### config.mk
export PLATFORM = sky130hd
export DESIGN_NAME = uart_tx_fifo
export DESIGN_NICKNAME = d
export VERILOG_FILES = /design/src/rtl/uart_pkg.sv /design/src/rtl/sync_fifo.sv /design/src/rtl/uart_tx_fifo.sv
export SDC_FILE = /design/constraint.sdc
export NUM_CORES = 1
export LEC_CHECK = 0
export ABC_AREA = 1
export ABC_CLOCK_PERIOD_IN_PS = 2550
export BUFFER_PORTS_ARGS = -buffer_cell sky130_fd_sc_hd__clkbuf_2
export CORE_ASPECT_RATIO = 0.75
export CORE_MARGIN = 1.5
export CORE_UTILIZATION = 30
export CTS_BUF_LIST = sky130_fd_sc_hd__clkbuf_8
export DETAILED_ROUTE_END_ITERATION = 12
export PLACE_DENSITY = 0.49
export SLEW_MARGIN = 40
export SYNTH_ARGS = -nofsm -noshare
export SYNTH_HDL_FRONTEND = slang
export SYNTH_SLANG_ARGS = --single-unit
### constraint.sdc
create_clock -name sys_clk_i -period 2.55 [get_ports sys_clk_i]
set_clock_uncertainty 0.1 [all_clocks]
set_input_delay 0.255 -clock sys_clk_i [delete_from_list [all_inputs] [get_ports sys_clk_i]]
set_output_delay 0.255 -clock sys_clk_i [all_outputs]
set_load 0.02 [all_outputs]
### src/rtl/uart_pkg.sv
// Shared definitions for the UART transmit path.
//   UART_DATA_W          : byte width on the serial side
//   UART_FIFO_DEPTH_LOG2 : default log2 depth of the transmit byte queue
//   uart_tx_state_e      : issue FSM state encoding
package uart_pkg;

    localparam int unsigned UART_DATA_W          = 8;
    localparam int unsigned UART_FIFO_DEPTH_LOG2 = 4;

    typedef enum logic [1:0] {
        ST_IDLE  = 2'd0,
        ST_ISSUE = 2'd1,
        ST_GUARD = 2'd2
    } uart_tx_state_e;

endpackage

### src/rtl/sync_fifo.sv
// Synchronous byte FIFO with registered level/full/empty and a sticky overflow flag.
//   clk_i, rst_i : clock, synchronous active-high reset
//   wr_i, dat_i  : push strobe and data; a push while full is dropped and sets ovf_o
//   rd_i         : pop strobe; ignored while empty
//   rd_dat_o     : head of queue (valid while empty_o is low)
//   full_o, empty_o, level_o : registered occupancy
//   ovf_o, ovf_clr_i         : sticky drop flag and its clear (a drop wins over clear)
module sync_fifo
    import uart_pkg::*;
#(
    parameter int unsigned DEPTH_LOG2 = UART_FIFO_DEPTH_LOG2,
    parameter int unsigned DATA_W     = UART_DATA_W
) (
    input  logic                  clk_i,
    input  logic                  rst_i,
    input  logic                  wr_i,
    input  logic [DATA_W-1:0]     dat_i,
    input  logic                  rd_i,
    output logic [DATA_W-1:0]     rd_dat_o,
    output logic                  full_o,
    output logic                  empty_o,
    output logic [DEPTH_LOG2:0]   level_o,
    output logic                  ovf_o,
    input  logic                  ovf_clr_i
);

    localparam int unsigned DEPTH   = 2 ** DEPTH_LOG2;
    localparam int unsigned LEVEL_W = DEPTH_LOG2 + 1;

    localparam logic [DEPTH_LOG2-1:0] PTR_ONE   = DEPTH_LOG2'(1);
    localparam logic [LEVEL_W-1:0]    LEVEL_ONE = LEVEL_W'(1);
    localparam logic [LEVEL_W-1:0]    LEVEL_MAX = LEVEL_W'(DEPTH);

    logic [DATA_W-1:0]     mem_q [DEPTH];
    logic [DEPTH_LOG2-1:0] wr_ptr_q, wr_ptr_d;
    logic [DEPTH_LOG2-1:0] rd_ptr_q, rd_ptr_d;
    logic [LEVEL_W-1:0]    level_q, level_d;
    logic                  full_q, full_d;
    logic                  empty_q, empty_d;
    logic                  ovf_q, ovf_d;
    logic                  push, pop;

    // Gating uses the registered flags, so a same-cycle pop never frees room for a push.
    assign push = wr_i && !full_q;
    assign pop  = rd_i && !empty_q;

    always_comb begin
        wr_ptr_d = wr_ptr_q;
        rd_ptr_d = rd_ptr_q;
        level_d  = level_q;
        ovf_d    = ovf_q;

        if (push) begin
            wr_ptr_d = wr_ptr_q + PTR_ONE;
        end
        if (pop) begin
            rd_ptr_d = rd_ptr_q + PTR_ONE;
        end

        case ({push, pop})
            2'b10:   level_d = level_q + LEVEL_ONE;
            2'b01:   level_d = level_q - LEVEL_ONE;
            default: level_d = level_q;
        endcase

        if (ovf_clr_i) begin
            ovf_d = 1'b0;
        end
        if (wr_i && full_q) begin
            ovf_d = 1'b1;
        end

        full_d  = (level_d == LEVEL_MAX);
        empty_d = (level_d == '0);
    end

    always_ff @(posedge clk_i) begin
        if (rst_i) begin
            wr_ptr_q <= '0;
            rd_ptr_q <= '0;
            level_q  <= '0;
            full_q   <= 1'b0;
            empty_q  <= 1'b1;
            ovf_q    <= 1'b0;
        end else begin
            wr_ptr_q <= wr_ptr_d;
            rd_ptr_q <= rd_ptr_d;
            level_q  <= level_d;
            full_q   <= full_d;
            empty_q  <= empty_d;
            ovf_q    <= ovf_d;
        end
    end

    // Storage needs no reset; contents are only visible through valid pointers.
    always_ff @(posedge clk_i) begin
        if (push) begin
            mem_q[wr_ptr_q] <= dat_i;
        end
    end

    assign rd_dat_o = mem_q[rd_ptr_q];
    assign full_o   = full_q;
    assign empty_o  = empty_q;
    assign level_o  = level_q;
    assign ovf_o    = ovf_q;

endmodule

### src/rtl/uart_tx_fifo.sv
// Byte queue and issue controller in front of the UART transmitter.
//   sys_clk_i, sys_rst_i      : system clock, synchronous active-high reset
//   wr_i, dat_i               : producer push interface
//   full_o, empty_o, level_o  : queue occupancy
//   ovf_o, ovf_clr_i          : sticky dropped-push flag and clear
//   uart_wr_o, uart_dat_o     : one-cycle write pulse and held byte to the transmitter
//   uart_busy_i               : transmitter busy
module uart_tx_fifo
    import uart_pkg::*;
#(
    parameter int unsigned DEPTH_LOG2 = UART_FIFO_DEPTH_LOG2,
    parameter int unsigned DATA_W     = UART_DATA_W
) (
    input  logic                  sys_clk_i,
    input  logic                  sys_rst_i,
    input  logic                  wr_i,
    input  logic [DATA_W-1:0]     dat_i,
    output logic                  full_o,
    output logic                  empty_o,
    output logic [DEPTH_LOG2:0]   level_o,
    output logic                  ovf_o,
    input  logic                  ovf_clr_i,
    output logic                  uart_wr_o,
    output logic [DATA_W-1:0]     uart_dat_o,
    input  logic                  uart_busy_i
);

    uart_tx_state_e    state_q, state_d;
    logic              uart_wr_q, uart_wr_d;
    logic [DATA_W-1:0] uart_dat_q, uart_dat_d;
    logic [DATA_W-1:0] head;
    logic              pop;
    logic              empty;

    sync_fifo #(
        .DEPTH_LOG2 (DEPTH_LOG2),
        .DATA_W     (DATA_W)
    ) u_fifo (
        .clk_i      (sys_clk_i),
        .rst_i      (sys_rst_i),
        .wr_i       (wr_i),
        .dat_i      (dat_i),
        .rd_i       (pop),
        .rd_dat_o   (head),
        .full_o     (full_o),
        .empty_o    (empty),
        .level_o    (level_o),
        .ovf_o      (ovf_o),
        .ovf_clr_i  (ovf_clr_i)
    );

    always_comb begin
        state_d    = state_q;
        uart_wr_d  = 1'b0;
        uart_dat_d = uart_dat_q;
        pop        = 1'b0;

        case (state_q)
            ST_IDLE: begin
                if (!empty && !uart_busy_i) begin
                    uart_dat_d = head;
                    uart_wr_d  = 1'b1;
                    pop        = 1'b1;
                    state_d    = ST_ISSUE;
                end
            end
            // Ends the pulse and skips the cycle before the transmitter raises busy.
            ST_ISSUE: begin
                state_d = ST_GUARD;
            end
            ST_GUARD: begin
                if (!uart_busy_i) begin
                    state_d = ST_IDLE;
                end
            end
            default: begin
                state_d = ST_IDLE;
            end
        endcase
    end

    always_ff @(posedge sys_clk_i) begin
        if (sys_rst_i) begin
            state_q    <= ST_IDLE;
            uart_wr_q  <= 1'b0;
            uart_dat_q <= '0;
        end else begin
            state_q    <= state_d;
            uart_wr_q  <= uart_wr_d;
            uart_dat_q <= uart_dat_d;
        end
    end

    assign empty_o    = empty;
    assign uart_wr_o  = uart_wr_q;
    assign uart_dat_o = uart_dat_q;

endmodule

==> results of run 1 <==
cells in the mapped netlist:
cell type	n	area, um^2
nor2_4	1	11.3
buf_2	13	65.1
ha_1	8	100
a211oi_1	1	7.51
nand2_2	2	12.5
buf_4	9	67.6
nand3_2	3	30.0
nor2_2	1	6.26
nand2_4	1	11.3
dfxtp_1	27	541
o21bai_1	1	7.51
o21ai_0	50	250
nand3_1	33	165
o211ai_1	32	240
buf_6	3	33.8
a21oi_1	10	50.1
o221ai_1	8	70.1
inv_2	2	7.51
nor2_1	116	435
inv_1	29	109
clkinv_1	2	7.51
o21ai_1	20	100
a31o_2	1	8.76
edfxtp_1	128	3840
xor2_1	2	17.5
clkbuf_1	5	18.8
nand4_1	2	12.5
nor3_1	2	10.0
nand2_1	32	120
worst max path at each step:
stage                   start              to  slack, ns
3_5_place_dp      uart_busy_i  u_fifo.empty_o       0.54
5_1_grt           uart_busy_i  u_fifo.empty_o       0.23
6_report          uart_busy_i   u_fifo.full_o       0.46
3_3_place_gp      uart_busy_i  u_fifo.empty_o       0.63
4_1_cts           uart_busy_i  u_fifo.empty_o       0.47
2_1_floorplan  u_fifo.empty_o  u_fifo.empty_o       0.51
cell families (layout without fill, tap and decap cells):
family                     count (synthesis)  in the layout  synth area share
and+or+nand+nor                          193            193             0.128
AOI/OAI and AO/OA                        123            123             0.115
DFF                                      155            155             0.689
buffers and inverters                     63            121            0.0486
xor gates and xnor gates                   2              2           0.00275
adders and majority gates                  8              8            0.0157
worst max-delay path: stages:
cell	delay, ns
dlygate4sd3_1	0.53
clkbuf_2	0.12
nor2_2	0.17
nand2_1	0.16
inv_1	0.12
ha_1	0.24
a21oi_1	0.12
inv_1	0.10
nand3_2	0.09
nand2_1	0.07
nand2_1	0.04
nand2_1	0.05
nand2_1	0.06
nand2_1	0.08
nand2_1	0.07
nor2_1	0.11
area by class of cell:
class,instances,share of cell area
timing repair buffer,56,0.0523
sequential,155,0.603
clock buffer,17,0.0322
multi-input combinational,326,0.229
clock inverter,15,0.0176
inverter,33,0.0170
tap,282,0.0485
timing repair:
action / in CTS / in global routing
hold endpoints to repair: 2 / 0
resized for setup: 0 / 0
hold buffers: 3 / 0
layout by cell type (no fill, tap or decap), drive strengths merged, types with 3 or more instances in the layout:
master | Yosys | layout
a21oi | 10 | 10
buf | 25 | 24
clkbuf | 5 | 46
clkinv | 2 | 10
clkinvlp | 0 | 5
dfxtp | 27 | 27
dlygate4sd3 | 0 | 3
edfxtp | 128 | 128
ha | 8 | 8
inv | 31 | 32
nand2 | 35 | 35
nand3 | 36 | 36
nor2 | 118 | 118
o211ai | 32 | 32
o21ai | 70 | 70
o221ai | 8 | 8
power by group through the flow:
stage	combinational [uW]	clock, uW	sequential [uW]
global placement	1090	0	2970
finish	1090	1700	2920
CTS	1100	1730	2920
floorplan	716	0	3030
global route	1220	1850	2930
detailed placement	1090	0	2970
routing by layer:
metal | up-vias | wire [um]
met5 | - | 0
met4 | 0 | 116
met3 | 11 | 997
met2 | 116 | 6530
met1 | 2062 | 7660
li1 | 2033 | -
stage by stage:
step	area (um^2)	worst slack, ns
5_1_grt	7270	0.230
3_3_place_gp	6880	0.632
2_1_floorplan	6360	0.505
6_report	7270	0.462
4_1_cts	7270	0.466
3_5_place_dp	6880	0.539
sequential cells by signal (all words and copies together), names as in the netlist:
name             count
u_fifo.ovf_o         1
u_fifo.full_o        1
u_fifo.level_o       5
u_fifo.empty_o       1
u_fifo.wr_ptr_q      4
uart_wr_o            1
u_fifo.mem_q       128
u_fifo.rd_ptr_q      4
state_q              2
uart_dat_o           8
==> impl_metrics.ini, run 1 <==
[run_status]
status = completed

[floorplan]
fp.dieArea_um2 = 22100
io-pin-count = 30
start_util = 0.310
fp.dieH_um = 129
coreArea_um2 = 20500
num_rows = 45
die_w_um = 171

[power]
fin_total_pwr_uw = 5700
intPower_uw = 3960
comb_power_share = 0.191
power.share.switching = 0.306
p_leak_uw = 0.00257
power.density_nw_per_um2 = 784
ir_worst_vdd_v = 0.000356
seqPwrFrac = 0.511
p_switching_uw = 1750
clkPwrFrac = 0.298

[finish]
fillers = 2034
fin_cells = 884
drive_gt1_frac = 0.159
area_growth_pct = 14.3
multi_input_area_um2 = 1670
final_core_util = 0.355
regArea_um2 = 4390
layout.nets = 610
diodes = 0

[clock_tree]
cts_tree = built
clock_path_buffers = 2
numCtsBuffers = 17
root_buffer = clkbuf_8
path_clk_slew_ns = 0.09
insertion_delay_ns = 0.45
cts_sinks = 155
cts_max_level = 4
cts_setup_buffers = 0

[worst_setup_path]
r2r_cells = 10
critical_path_class = in -> reg
reg2reg_from = u_fifo.rd_ptr_q[0]
required_ns = 2.85
worstSetupStartpointType = input pin
regToRegSetupSlack_ns = 0.52
critPathCaptureType = register
cp_data_arrival_time_ns = 2.38
reg2reg_to = uart_dat_o[7]
crit_path_max_fanout = 6

[placed_design]
place.gp.congestion = 0.863
hpwl_um = 10000
dp.cells = 849
numPortBuffers = 29

[grt]
grt_pass1_wl_um = 23600
grt_max_degree = 67
grt_usage = 0.147
grt_pass1_vias = 4083
overflow = 0
use_met1 = 0.208
use_met2 = 0.215
use_met3 = 0.0504
top_usage_layer = met2
antenna_found_initial = 0

[detailed_routing]
drc = 0
detail_route.wl_per_cell_um = 17.3
via_count = 4222
detail-route-antenna-nets = 0
viasPerCell = 4.78
drt_wl_total_um = 15300
dr.pass1.iters = 4
drt_iter0_markers = 371

[timing]
worst_pin_slew_ns = 0.649
whs_ns = 0.0665
setup_viol_count_final = 0
max_slew_margin = 0.565
fin_crit_sh = 0.819
rsz0062_at_grt = no
period_needed_ns = 2.09
hold_violations = 0
setup-tns-final_ns = 0
max_freq_mhz = 479
slew_viol_final = 0

[logic_synthesis]
syn_nets = 565
netlist_area_um2 = 6360
synth_seq_area_share = 0.689
yosysWarnings = 0
yosys.cell_types.count = 29
ys_ff_latch = 155
netlist_instances = 544
syn_avg_cell_area_um2 = 11.7

[hold_path]
hp-class = in -> reg
hold_depth = 3
hold_start = wr_i
worstHoldEndpoint = u_fifo.wr_ptr_q[1]

[run]
cap_violations = 0
No activity file was read; power rests on OpenSTA's default activity.
==> run 2, diff against run 1 <==
--- a/config.mk
+++ b/config.mk
@@ -6,7 +6,7 @@
 export NUM_CORES = 1
 export LEC_CHECK = 0
 export ABC_AREA = 1
-export ABC_CLOCK_PERIOD_IN_PS = 2550
+export ABC_CLOCK_PERIOD_IN_PS = 2009
 export BUFFER_PORTS_ARGS = -buffer_cell sky130_fd_sc_hd__clkbuf_2
 export CORE_ASPECT_RATIO = 0.75
 export CORE_MARGIN = 1.5
==> constraint.sdc (replaced) <==
create_clock -name sys_clk_i -period 2.01 [get_ports sys_clk_i]
set_clock_uncertainty 0.1 [all_clocks]
set_input_delay 0.201 -clock sys_clk_i [delete_from_list [all_inputs] [get_ports sys_clk_i]]
set_output_delay 0.201 -clock sys_clk_i [all_outputs]
set_load 0.02 [all_outputs]
==> run 2 against run 1 <==
- critical path depth rose by 1
- sequential cell count unchanged
- final cell count is 1.1% higher
- sequential share of layout area down 1.3 points
- worst setup slack got worse by 0.36 ns
- sequential power rose by 27%
- worst hold slack worse by 0.021 ns
- wire length is 3.2% higher
- register-to-register slack got worse by 0.37 ns
- non-clock buffer count is 10 higher
- clock-buffer cell count is the same
- critical endpoint unchanged
==> impl_metrics.ini, run 2 (synthesis results as in run 1) <==
[floorplan]
num_rows = 45
coreArea_um2 = 20500
die_w_um = 171
io-pin-count = 30
fp.dieArea_um2 = 22100
fp.dieH_um = 129
start_util = 0.310

[placed_design]
place.gp.congestion = 0.794
post-place-ws_ns = 0.0876
hpwl_um = 10300
numPortBuffers = 29

[timing]
rsz0062_at_grt = no
max_slew_margin = 0.685
hold_violations = 0
period_needed_ns = 1.91
slew_viol_final = 0
worst_pin_slew_ns = 0.472
fin_crit_sh = 0.951
whs_ns = 0.0454
setup-tns-final_ns = 0
setup_viol_count_final = 0
max_freq_mhz = 523
setup_ws_ns = 0.0993

[finish]
layout.nets = 620
drive_gt1_frac = 0.188
final_core_util = 0.363
final_common_cell = edfxtp_1
area_growth_pct = 16.8
final_cell_mix = 128 x edfxtp_1, 116 x nor2_1, 49 x o21ai_0, 32 x o211ai_1, 32 x nand3_1
regMostFlops = u_fifo.mem_q
largest_reg_flops = 128
diodes = 0

[power]
seqPwrFrac = 0.493
intPower_uw = 5210
p_leak_uw = 0.00265
ir_worst_vdd_v = 0.000502
power.share.switching = 0.304
clkPwrFrac = 0.308
p_switching_uw = 2280
comb_power_share = 0.199
power.density_nw_per_um2 = 1010

[clock_tree]
insertion_delay_ns = 0.46
path_clk_slew_ns = 0.08
root_buffer = clkbuf_8
cts_sinks = 155
cts_tree = built
clock_path_buffers = 2
cts_max_level = 4
numCtsBuffers = 17

[grt]
grt_pass1_wl_um = 24500
grt_usage = 0.152
antenna_found_initial = 0
grt_max_degree = 48
overflow = 0
grt_pass1_vias = 4208

[worst_setup_path]
critPathCaptureType = register
required_ns = 2.29
critical_path_class = in -> reg
cp_data_arrival_time_ns = 2.20
worstSetupStartpointType = input pin
crit_path_max_fanout = 3

[run]
cap_violations = 0

[detailed_routing]
drc = 0
detail-route-antenna-nets = 0
dr.pass1.iters = 5
drt_wl_total_um = 15800
viasPerCell = 4.74
detail_route.wl_per_cell_um = 17.7
via_count = 4241
drt_iter0_markers = 301

[hold_path]
hp-class = in -> reg

[run_status]
status = completed
[run 2: cell count changes in the layout (fill, tap and decap cells not counted), sizes merged]
cell         before  now
clkinv           10   11
buf              24   33
bufinv            1    2
inv              32   34
dlygate4sd3       3    4
clkinvlp          5    1
[run 2: layout make-up]
type                            instances  area, um^2
Clock buffer                           17         234
Tap cell                              282         353
Timing Repair Buffer                   66         458
Fill cell                            2074       13100
Multi-Input combinational cell        326        1720
Clock inverter                         15         150
Inverter                               33         124
Sequential cell                       155        4390
[run 2: worst paths after layout]
check                      start                 to  slack [ns]  cells after the start
setup reg to reg  u_fifo.empty_o      u_fifo.full_o        0.15                     15
setup / recovery     uart_busy_i      u_fifo.full_o         0.1                     17
hold / removal         sys_rst_i  u_fifo.level_o[3]        0.05                      2
hold reg to reg    uart_dat_o[5]      uart_dat_o[5]        0.41                      2
[run 2: worst max-delay path: stages]
cell and delay, ns:
dlygate4sd3_1 0.53, clkbuf_2 0.13, nor2_4 0.12, buf_4 0.13
nand4_1 0.11, nand2_2 0.10, ha_2 0.17, a21oi_2 0.04
inv_1 0.10, nand3_2 0.09, nand2_1 0.07, nand2_1 0.04
nand2_1 0.05, nand2_1 0.06, nand2_2 0.07, nand2_2 0.05
nor2_1 0.12
[run 2: what timing repair did]
item / in CTS / in global routing
endpoints found under the setup margin: 0 / 3
gates resized for setup: 0 / 14
buffers inserted: 0 / 3
hold buffers: 4 / 0
endpoints found under the hold margin: 3 / 0
[run 2: per-stage QoR]
stage	power (uW)	cells	cell area, um^2
after global placement	5180	855	6920
final	7500	894	7430
after floorplan	4750	544	6360
after detailed placement	5190	855	6920
after CTS	7480	891	7350
after global routing	7880	894	7430
[run 2: power groups by stage]
stage          Combinational, uW  Clock (uW)  Sequential, uW
6_report                    1490        2310            3700
5_1_grt                     1680        2480            3710
4_1_cts                     1440        2360            3690
3_5_place_dp                1430           0            3760
3_3_place_gp                1420           0            3760
2_1_floorplan                911           0            3840
[run 2: metal layers]
layer	global-route usage	up-vias	wire length, um
met5	0	-	0
met4	0.0470	0	186
met3	0.0327	16	829
met2	0.217	105	6700
met1	0.229	2072	8070
li1	-	2048	-
==> run 3, diff against run 2 <==
--- a/config.mk
+++ b/config.mk
@@ -10,10 +10,10 @@
 export BUFFER_PORTS_ARGS = -buffer_cell sky130_fd_sc_hd__clkbuf_2
 export CORE_ASPECT_RATIO = 0.75
 export CORE_MARGIN = 1.5
-export CORE_UTILIZATION = 30
+export CORE_UTILIZATION = 35
 export CTS_BUF_LIST = sky130_fd_sc_hd__clkbuf_8
 export DETAILED_ROUTE_END_ITERATION = 12
-export PLACE_DENSITY = 0.49
+export PLACE_DENSITY = 0.54
 export SLEW_MARGIN = 40
 export SYNTH_ARGS = -nofsm -noshare
 export SYNTH_HDL_FRONTEND = slang
==> run 3 against run 2 <==
- register-to-register slack about the same
- non-clock buffer count increased by 1
- utilization increased by 5.6 points
- wire length decreased by 6.9%
- sequential share of layout area increased by 0.20 points
- die area decreased by 14%
- fmax increased by 1.0%
- sequential power about the same
- highest routed layer unchanged
==> impl_metrics.ini, run 3 (synthesis results as in run 1) <==
[detailed_routing]
drc = 0
via_count = 4246
dr.pass1.iters = 4
viasPerCell = 4.97
detail-route-antenna-nets = 0
detail_route.wl_per_cell_um = 17.2
drt_iter0_markers = 313
drt_wl_total_um = 14700

[clock_tree]
insertion_delay_ns = 0.45
cts_tree = built
path_clk_slew_ns = 0.08
root_buffer = clkbuf_8
numCtsBuffers = 17
clock_path_buffers = 2
cts_max_level = 4
cts_sinks = 155

[placed_design]
place.gp.congestion = 0.826
numPortBuffers = 29
hpwl_um = 9770
postPlaceCellArea_um2 = 6910
dp.cells = 816

[power]
ir_worst_vdd_v = 0.000530
fin_total_pwr_uw = 7580
p_leak_uw = 0.00268
power.density_nw_per_um2 = 1020

[timing]
slew_viol_final = 0
setup_viol_count_final = 0
period_needed_ns = 1.89
rsz0062_at_grt = yes
max_freq_mhz = 529
fin_crit_sh = 0.941
worst_pin_slew_ns = 0.477
setup-tns-final_ns = 0
max_slew_margin = 0.682
hold_violations = 0

[floorplan]
io-pin-count = 30
fp.dieH_um = 120
coreArea_um2 = 17700
num_rows = 42
start_util = 0.359
fp.dieArea_um2 = 19000
die_w_um = 159

[hold_path]
hp-class = in -> reg

[grt]
grt_usage = 0.169
grt_pass1_wl_um = 23400
grt_pass1_vias = 4213
overflow = 0
grt_max_degree = 48
antenna_found_initial = 0

[worst_setup_path]
crit_end = u_fifo.empty_o
worstSetupStartpointType = input pin
reg2reg_from = state_q[0]
r2r_cells = 12
crit_path_max_fanout = 4
reg2reg_to = u_fifo.empty_o
cp_data_arrival_time_ns = 2.17
regToRegSetupSlack_ns = 0.14
crit_start = uart_busy_i
critical_path_class = in -> reg
critPathCaptureType = register
required_ns = 2.29

[finish]
final_cell_mix = 128 x edfxtp_1, 116 x nor2_1, 49 x o21ai_0, 32 x o211ai_1, 32 x nand3_1
fillers = 1672
final_core_util = 0.418
layout.nets = 621
final_common_cell = edfxtp_1
fin_cells = 855
area_growth_pct = 16.5
fin_area_um2 = 7410
largest_reg_flops = 128
diodes = 0
regMostFlops = u_fifo.mem_q
drive_gt1_frac = 0.183

[run_status]
status = completed

[run]
cap_violations = 0
run 3: changes by cell type in the layout (fill, tap and decap cells not counted), sizes merged:
cell / before / now
clkbuf: 46 / 48
inv: 34 / 32
clkinv: 11 / 8
bufinv: 2 / 3
buf: 33 / 34
clkinvlp: 1 / 3
run 3: worst max-delay path: stages:
cell and delay (ns):
dlygate4sd3_1 0.53, clkbuf_2 0.13, nor2_4 0.13, nand3_4 0.10
nand2_1 0.08, nand2_1 0.08, ha_1 0.20, a21oi_2 0.12
nand3_1 0.09, nand3_1 0.11, nand2_1 0.05, nor2_1 0.12
nand3_1 0.11, o21bai_1 0.13
run 3: how the worst min path moves through the flow:
stage / cells past startpoint / from / slack (ns) / to
floorplan: 1 / sys_rst_i / 0.18 / state_q[1]
detailed placement: 2 / u_fifo.ovf_o / 0.36 / u_fifo.ovf_o
finish: 2 / sys_rst_i / 0.03 / u_fifo.level_o[2]
CTS: 2 / sys_rst_i / 0.02 / u_fifo.level_o[3]
global placement: 2 / u_fifo.ovf_o / 0.35 / u_fifo.ovf_o
global route: 2 / sys_rst_i / 0.03 / u_fifo.level_o[2]
run 3: routing by layer:
layer,GRT usage,wire length [um]
met5,0,0
met4,0.0590,238
met3,0.0556,1130
met2,0.238,6240
met1,0.242,7090
run 3: final cells by class:
| class | instances | area [um^2] | area share |
|---|---|---|---|
| clock buffer | 19 | 262 | 0.0353 |
| multi-input combinational | 326 | 1690 | 0.228 |
| timing repair buffer | 67 | 490 | 0.0662 |
| tap | 242 | 303 | 0.0409 |
| clock inverter | 13 | 150 | 0.0203 |
| inverter | 33 | 124 | 0.0167 |
| sequential | 155 | 4390 | 0.592 |
run 3: timing repair:
action	CTS	global route
endpoints found under the hold margin	3	0
setup buffers	0	3
hold buffers	4	0
endpoints found under the setup margin	0	4
gates resized for setup	0	8
run 3: report_power, final:
group	internal, uW	switching [uW]	total (uW)
logic	515	936	1450
registers	3610	110	3720
clock network	1280	1140	2420
total	5400	2180	7580
run 3: per-stage QoR:
stage               setup WS (ns)  hold WS (ns)
global placement            0.159         0.349
finish                      0.118        0.0299
detailed placement         0.0858         0.357
CTS                        0.0402        0.0193
floorplan                  0.0246         0.179
global route              -0.0259        0.0342
